`config.mk`:
```
export PLATFORM = sky130hd
export DESIGN_NAME = lsu_ctrl
export DESIGN_NICKNAME = d
export VERILOG_FILES = /design/src/rtl/lsu_ctrl.sv
export SDC_FILE = /design/constraint.sdc
export NUM_CORES = 1
export LEC_CHECK = 0
export CORE_ASPECT_RATIO = 1.5
export CORE_UTILIZATION = 45
export CTS_CLUSTER_SIZE = 40
export DETAILED_ROUTE_END_ITERATION = 10
export PLACE_DENSITY = 0.8
export SLEW_MARGIN = 20
export SYNTH_ARGS = -nofsm -noshare
export SYNTH_HDL_FRONTEND = slang
export SYNTH_SLANG_ARGS = --single-unit
```
`constraint.sdc`:
```
create_clock -name clk -period 3.9 [get_ports clk]
set_input_delay 1.17 -clock clk [delete_from_list [all_inputs] [get_ports clk]]
set_output_delay 1.17 -clock clk [all_outputs]
set_load 0.05 [all_outputs]
```
`src/rtl/lsu_ctrl.sv`:
```
// lsu_ctrl: load/store control between execute and a word-addressed data
// memory. Converts byte addresses to word indices, extracts and extends
// byte/half loads, and merges SB/SH into the memory word with a
// read-modify-write. Rejected requests get a one-cycle error response.
module lsu_ctrl #(
  parameter int unsigned MEM_WORDS = 100
) (
  input  logic        clk,
  input  logic        rst,
  input  logic        req_valid,
  output logic        req_ready,
  input  logic        req_we,
  input  logic [2:0]  req_funct3,
  input  logic [31:0] req_addr,
  input  logic [31:0] req_wdata,
  output logic        resp_valid,
  output logic [31:0] resp_rdata,
  output logic        resp_err,
  output logic [1:0]  resp_cause,
  output logic        d_r_en,
  output logic        d_w_en,
  output logic [31:0] d_add,
  output logic [31:0] data_in,
  input  logic [31:0] d_out
);

  localparam logic [31:0] MW = 32'(MEM_WORDS);

  typedef enum logic [2:0] {IDLE, LD_RD, LD_RSP, ST_WR, RMW_RD, RMW_WR} state_t;

  state_t      state, state_nxt;
  logic        we_q;
  logic [2:0]  f3_q;
  logic [31:0] addr_q, wdata_q;

  logic        accept, illegal, misal, oor, err_any;
  logic [1:0]  cause;
  logic [7:0]  lane_b;
  logic [15:0] lane_h;
  logic [31:0] ld_val, merged, word_idx;

  assign req_ready = (state == IDLE);
  assign accept    = req_valid && req_ready;
  assign word_idx  = {2'b00, addr_q[31:2]};

  // Classify the incoming request; illegal beats misaligned beats range.
  always_comb begin
    illegal = (req_funct3 == 3'b011) || (req_funct3[2:1] == 2'b11) ||
              (req_we && req_funct3[2]);
    misal   = ((req_funct3[1:0] == 2'b01) && req_addr[0]) ||
              ((req_funct3[1:0] == 2'b10) && (req_addr[1:0] != 2'b00));
    oor     = ({2'b00, req_addr[31:2]} >= MW);
    err_any = illegal || misal || oor;
    if (illegal)    cause = 2'b11;
    else if (misal) cause = 2'b01;
    else if (oor)   cause = 2'b10;
    else            cause = 2'b00;
  end

  // Load lane select/extension and store merge, both straight off d_out.
  always_comb begin
    lane_b = d_out[{addr_q[1:0], 3'b000} +: 8];
    lane_h = d_out[{addr_q[1], 4'b0000} +: 16];
    case (f3_q[1:0])
      2'b00:   ld_val = {{24{lane_b[7] & ~f3_q[2]}}, lane_b};
      2'b01:   ld_val = {{16{lane_h[15] & ~f3_q[2]}}, lane_h};
      default: ld_val = d_out;
    endcase
    merged = d_out;
    if (f3_q[1:0] == 2'b00) merged[{addr_q[1:0], 3'b000} +: 8] = wdata_q[7:0];
    else                    merged[{addr_q[1], 4'b0000} +: 16] = wdata_q[15:0];
  end

  // Next state and memory strobes; strobes decode from state only so a
  // reset drops them without waiting for a clock.
  always_comb begin
    state_nxt = state;
    d_r_en    = 1'b0;
    d_w_en    = 1'b0;
    d_add     = '0;
    data_in   = '0;
    case (state)
      IDLE: begin
        if (accept && !err_any) begin
          if (!req_we)                      state_nxt = LD_RD;
          else if (req_funct3[1:0] == 2'b10) state_nxt = ST_WR;
          else                              state_nxt = RMW_RD;
        end
      end
      LD_RD: begin
        d_r_en    = 1'b1;
        d_add     = word_idx;
        state_nxt = LD_RSP;
      end
      LD_RSP: state_nxt = IDLE;
      ST_WR: begin
        d_w_en    = 1'b1;
        d_add     = word_idx;
        data_in   = wdata_q;
        state_nxt = IDLE;
      end
      RMW_RD: begin
        d_r_en    = 1'b1;
        d_add     = word_idx;
        state_nxt = RMW_WR;
      end
      RMW_WR: begin
        d_w_en    = 1'b1;
        d_add     = word_idx;
        data_in   = merged;
        state_nxt = IDLE;
      end
      default: state_nxt = IDLE;
    endcase
  end

  // State register.
  always_ff @(posedge clk or negedge rst) begin
    if (!rst) state <= IDLE;
    else      state <= state_nxt;
  end

  // Hold the accepted request for the whole access.
  always_ff @(posedge clk or negedge rst) begin
    if (!rst) begin
      we_q    <= 1'b0;
      f3_q    <= '0;
      addr_q  <= '0;
      wdata_q <= '0;
    end else if (accept) begin
      we_q    <= req_we;
      f3_q    <= req_funct3;
      addr_q  <= req_addr;
      wdata_q <= req_wdata;
    end
  end

  // Response pulse; payload holds until the next response.
  always_ff @(posedge clk or negedge rst) begin
    if (!rst) begin
      resp_valid <= 1'b0;
      resp_rdata <= '0;
      resp_err   <= 1'b0;
      resp_cause <= '0;
    end else begin
      resp_valid <= 1'b0;
      if (accept && err_any) begin
        resp_valid <= 1'b1;
        resp_rdata <= '0;
        resp_err   <= 1'b1;
        resp_cause <= cause;
      end else if (state == LD_RSP) begin
        resp_valid <= 1'b1;
        resp_rdata <= we_q ? 32'h0 : ld_val;
        resp_err   <= 1'b0;
        resp_cause <= 2'b00;
      end else if (state == ST_WR || state == RMW_WR) begin
        resp_valid <= 1'b1;
        resp_rdata <= '0;
        resp_err   <= 1'b0;
        resp_cause <= 2'b00;
      end
    end
  end

endmodule

```
==> metrics.md, run 1 <==
| Metric | Value |
|---|---|
| Status | completed |
| H-tree depth | 3 |
| XOR/XNOR Fraction of Synth Area | less than 1% |
| Layout cell share with drive strength beyond 1 | 11.0% |
| CTS tree | yes |
| Number of enable flip-flop cells after synthesis | 0 |
| Post-DP HPWL | approximately 16 mm |
| Fmax | 0.267 GHz |
| Hold buffers post-CTS | 0 |
| CP Launch Type | flop |
| DRC violations left | 0 |
| Setup crit end kind | output port |
| CTS clk-pin slew, worst paths | about 0.08 ns |
| Skew-Pair Late Insertion Delay | 0.35 ns |
| First-pass DRT Iterations | 6 |
| Ys Warns | 0 |
| GRT Residual Overflow | 0 |
| Number of DRC markers in iteration 0 | 411 |
| Area grow syn2layout | 49.9% |
| Hold Crit Depth | 2 |
| P_leak | roughly 3.9 nW |
| Worst EP required | around 2.7 ns |
| Pre-CTS WS | 0.346 ns |
| Syn Inst Count | 675 |
| # IOs | 206 |
| Worst r2r dst | resp_rdata[27] |
| Hold path startpoint | addr_q[21] |
| Final Slew Violations | 0 |
| WL/cell | ~20 um |
| Crit path time final | between 3 and 4 ns |
| I/O Buffers | 203 |
| Final worst-path cycle share | 96.1% |
| Critical Path AT | 2.58 ns |
| Hold Path Sink | addr_q[21] |
| CTS root buffer | clkbuf_16 |
| Cells on worst reg2reg path | 7 |
| Adder-cell share of the synthesized area | 1.09% |
| Largest net degree at the start of global routing | 108 |
| Die Wd | 94.0 um |
| Endpoints failing hold | 0 |
| Hold WC Path Type | flop to flop |
| Final Skew | 0.0101 ns |
| Global-route wire length before repair | between 30 and 40 mm |
| Peak VDD IR | 216 uV |
| Nets | 981 |
| Die area | 0.0132 mm^2 |
| #FFs+latches synth | 107 |
| Core area | 0.0124 mm^2 |
| Power Density | approximately 300 mW/mm^2 |
| Vias in the first global route | 6,001 |
| Die height | 140 um |
| Fill count | ~990 |
| Syn Std Cell Area | 0.00572 mm^2 |
| Synth async-reset ratio | 100% |
| Via Count | 5,875 |
| Synth Flop Type | dfrtp_1 |
| Slew Limit Headroom | 52.1% |
| Fin util | between 60% and 70% |
| Fin Setup TNS | 0 ns |
| Final setup fails | 0 |
| Multiplexer share of the synthesized area | 2.89% |
| Row Count | 50 |
| Initial Util | around 46% |
| GR Util All Layers | between 30 and 40% |
| Reg-to-reg setup timing slack | 1.34 ns |
| Sequential fraction of the synthesis area | approximately 47% |
| Setup CP Type | flop to output port |
| Syn avg cell area | between 8 and 9 um^2 |
| Maximum fanout along the worst path | 12 |
| Main combinational cell family by area after synthesis | simple AND/OR/NAND/NOR gates |
| Worst-margin pin slew | 0.719 ns |
| ANT nets after route | 0 |
| Placer congestion estimate | between 0.9 and 1 |
| Cts bufs inserted | 9 |
| Worst setup margin | 0.150 ns |
| Simple-gate share of the synthesized area | 25.3% |
| Initial antenna violation count | 1 |
| Synth cell types | between 50 and 60 |
| Worst R2R Start | state[2] |
| Vias/cell | 5.68 |
| WHS | about 0.47 ns |
| Number of max-cap violations | 0 |
| Final wirelength | 20.7 mm |
| Clock Path Buffers | 2 |
| CTS sink cnt | 107 |
| Post-synthesis compound-gate area fraction | around a fifth |
==> power by group <==
part	switching [mW]	internal [mW]	leakage, nW
Combinational	0.267	0.206	2.44
Sequential	0.0540	1.17	1.36
Clock	0.438	0.441	0.131
==> through the flow <==
step / cell area, um^2 / instances / total power [mW]
finish: 8570 / 1035 / 2.58
global placement: 8280 / 1018 / 1.70
global route: 8570 / 1035 / 2.68
detailed placement: 8280 / 1018 / 1.72
floorplan: 5720 / 676 / 1.45
CTS: 8560 / 1034 / 2.58
==> synth_stat cells (all sizes together) (2+ instances only) <==
cell    number  share of area (%)
a21oi       14                1.2
a31o         2               0.31
o221ai       5               0.77
clkbuf      33                2.2
o22ai        3               0.33
a221o       16                2.8
ha           5                1.1
o31ai        2               0.26
nor2        24                1.6
inv         12               0.79
nor4         8                1.1
mux2i       12                2.1
nor3        10                1.1
a222oi       8                1.4
buf         14                1.7
dfrtp      107                 47
nor2b        3               0.33
mux4         2               0.79
a22o         9                1.4
a21o        10                1.3
a31oi        6               0.66
and2        35                3.8
a221oi       9                1.4
nand2b       5               0.55
o21ai       41                3.6
nand2      246                 16
a22oi       16                2.1
o211ai       2               0.26
==> cells by family (layout without fill, tap and decap cells) <==
group / Yosys count / after routing
and+or+nand+nor: 337 / 337
AOI/OAI and AO/OA: 150 / 150
DFF: 107 / 107
buffers and inverters: 60 / 262
muxes: 14 / 14
adders and majority gates: 5 / 5
other: 1 / 3
xor gates and xnor gates: 1 / 1
==> routing by layer <==
layer / GRT usage, % / wire [um]
met5: 0 / 0
met4: 19.2 / 1220
met3: 5.81 / 1250
met2: 57.0 / 10900
met1: 35.2 / 7280
==> flip-flops by register name, indices dropped and copies added (netlist names) <==
register / flops
state: 3
resp_cause: 2
addr_q: 32
resp_rdata: 32
wdata_q: 32
f3_q: 3
resp_err: 1
we_q: 1
resp_valid: 1
==> worst max-delay path, stage by stage (launching register included) <==
cell        delay (ns)
dfrtp_1           0.41
clkinvlp_4        0.27
ha_1              0.43
nand2b_1          0.14
nor4_2            0.04
buf_4             0.19
a222oi_1          0.39
o21ai_1           0.18
buf_12            0.18
==> cells in the final DEF (no fill, tap or decap), drive strengths merged, types with 3 or more instances in the layout <==
cell / n
and2: 35
o21ai: 41
nand2b: 5
dfrtp: 107
nor3: 10
a31oi: 6
nand2: 246
nor4: 8
nor2: 24
a22oi: 16
clkbuf: 10
mux2i: 12
o221ai: 5
nor2b: 3
a221oi: 9
ha: 5
a21o: 10
clkinvlp: 3
a221o: 16
buf: 71
clkdlybuf4s50: 162
inv: 14
o22ai: 3
a222oi: 8
a22o: 9
a21oi: 14
==> area by class of cell <==
type / instances / area, um^2 / share of cell area (%)
clock buffers: 10 / 229 / 2.67
clock inverters: 6 / 48.8 / 0.570
well taps: 156 / 195 / 2.28
flip-flops and latches: 107 / 2680 / 31.3
diodes: 1 / 2.50 / 0.0292
repair buffers: 233 / 2580 / 30.1
multi-input cells: 509 / 2780 / 32.5
inverters: 13 / 52.6 / 0.613
==> repair_timing <==
action / in CTS / in global routing
gates resized for setup: 1 / 1
endpoints found under the setup margin: 7 / 9
setup buffers: 0 / 0
==> worst max-delay path by stage <==
stage / start / slack, ns / end
after global placement: d_out[24] / 0.36 / data_in[24]
final: addr_q[1] / 0.15 / data_in[24]
after CTS: addr_q[1] / 0.07 / data_in[24]
after detailed placement: addr_q[1] / 0.35 / data_in[6]
after global routing: addr_q[1] / -0.002 / data_in[24]
after floorplan: addr_q[0] / 0.04 / data_in[24]
Power figures use the tool's default switching activity.
==> run 2: changes to the inputs <==
- MAX_ROUTING_LAYER: default -> met4
- RECOVER_POWER: default -> 50
==> metrics.md, run 2 (synthesis results as in run 1) <==
| Metric | Value |
|---|---|
| Row Count | 50 |
| Via Count | a little under 6k |
| Combinational group share of total power | 18.1% |
| Cts bufs inserted | 9 |
| Post-Place Cell Area | 0.00828 mm^2 |
| Skew-Pair Late Insertion Delay | approximately 0.34 ns |
| Fin area | 0.00854 mm^2 |
| Pre-CTS WS | 0.361 ns |
| Hold WC Path Type | flop to flop |
| Peak VDD IR | between 200 and 300 uV |
| CTS tree | yes |
| Unrepaired setup endpoints after global routing | false |
| Die height | roughly 140 um |
| Setup crit end kind | output port |
| Crit-path max cell delay | 0.81 ns |
| Worst-margin pin slew | roughly 1.5 ns |
| Net Sw Power | 0.742 mW |
| Final Slew Violations | 61 |
| Most frequent cells in the layout | 245 x nand2_1, 161 x clkdlybuf4s50_1, 107 x dfrtp_1 |
| Final setup fails | 0 |
| Crit-path cells | nor2_1, a21oi_2, buf_4, and2_1, clkdlybuf4s50_1 |
| Die Wd | around 94 um |
| Vias/cell | ~5.8 |
| Endpoints failing hold | 0 |
| Initial Util | 45.9% |
| Post-cts sizing count | 0 |
| Area grow syn2layout | 49.4% |
| Die area | approximately 0.013 mm^2 |
| CP top delay family | buffers and inverters |
| Crit path time final | 3.60 ns |
| Crit path max-delay cell type | clkdlybuf4s50_1 |
| Vias in the first global route | approximately 6k |
| Flop pwr share | 46.8% |
| Net Sw Frac | between 20% and 30% |
| ANT nets after route | 0 |
| Fin Setup TNS | 0 ns |
| Initial antenna violation count | 1 |
| CTS sink cnt | about 110 |
| WL/cell | 20.1 um |
| Number of DRC markers in iteration 0 | 341 |
| CP Launch Type | flop |
| CTS clk-pin slew, worst paths | 0.07 ns |
| Number of max-cap violations | 1 |
| Failing checks | capacitance limit, slew limit |
| DRC violations left | 0 |
| Worst setup margin | 0.303 ns |
| Largest net degree at the start of global routing | 71 |
| Slew Limit Headroom | -1.29% |
| Top Registers | addr_q: 32 flops, resp_rdata: 32 flops, wdata_q: 32 flops |
| # IOs | 206 |
| Clk pwr share | 35.1% |
| I/O Buffers | around 200 |
| Buffers and inverters on the worst path | 2 |
| WHS | 0.467 ns |
| Nets | 981 |
| Core area | 0.0124 mm^2 |
| Critical Path AT | between 2 and 2.5 ns |
| Final worst-path cycle share | between 90% and 100% |
| Hold buffers post-CTS | 0 |
| Placer congestion estimate | 0.961 |
| GR Util All Layers | roughly 33% |
| Power Density | 306 mW/mm^2 |
| Status | finished, violations left |
| First-pass DRT Iterations | 7 |
| Fill count | about 1k |
| Post-DP HPWL | 15.8 mm |
| Final Skew | around 0.0062 ns |
| H-tree depth | 3 |
| Post-CTS Setup Bufs | 0 |
| Fin util | between 60% and 70% |
| Final wirelength | 20.7 mm |
| Maximum fanout along the worst path | 30 |
| GRT Residual Overflow | 0 |
| Global-route wire length before repair | 32.2 mm |
| Setup CP Type | flop to output port |
| Layout cell share with drive strength beyond 1 | a little over a tenth |
| Clock Path Buffers | 2 |
| P_leak | 3.93 nW |
| Worst EP required | 2.73 ns |
| Most common cell after layout, fill and taps aside | nand2_1 |
| Fmax | approximately 0.28 GHz |
| CTS root buffer | clkbuf_16 |
| Internal power | 1.87 mW |
## run 2: stage by stage
stage | instances | total power, mW
finish | 1033 | 2.62
global route | 1033 | 2.73
CTS | 1032 | 2.63
detailed placement | 1018 | 1.72
global placement | 1018 | 1.70
floorplan | 676 | 1.45
## run 2: path summary, 6_finish.rpt
check	slack, ns	end	from	cells after the start
min in group asynchronous	1.18	addr_q[26]	rst	1
max in group asynchronous	0.96	addr_q[23]	rst	2
setup reg to reg	1.30	resp_cause[1]	state[0]	5
hold reg to reg	0.47	addr_q[3]	addr_q[3]	2
hold / removal	0.47	addr_q[3]	addr_q[3]	2
setup / recovery	0.30	d_add[25]	state[2]	5
## run 2: layer usage
metal / vias to the layer above / global-route usage, % / routed length (um)
li1: 2722 / - / -
met1: 2863 / 35.8 / 7330
met2: 281 / 57.8 / 11000
met3: 78 / 3.96 / 1050
met4: 0 / 19.6 / 1350
met5: - / - / 0
## run 2: area by class of cell
cell class	count	area, um^2	share of cell area (%)
inverter	13	48.8	0.571
clock inverter	5	62.6	0.733
sequential	107	2680	31.4
antenna	1	2.50	0.0293
timing repair buffer	233	2550	29.9
clock buffer	9	225	2.64
multi-input combinational	509	2770	32.5
tap	156	195	2.29
## run 2: power by group through the flow
stage / Clock (mW) / Combinational, mW / Sequential (mW)
after global routing: 0.980 / 0.514 / 1.23
after detailed placement: 0 / 0.473 / 1.24
after CTS: 0.931 / 0.475 / 1.22
final: 0.919 / 0.474 / 1.22
after floorplan: 0 / 0.219 / 1.24
after global placement: 0 / 0.462 / 1.24
## run 2: worst register-to-register path: stages (launching register included)
cell	delay [ns]
dfrtp_1	0.52
nor3_4	0.33
and2_0	0.29
clkbuf_2	1.00
o31ai_1	0.19
a21oi_1	0.19
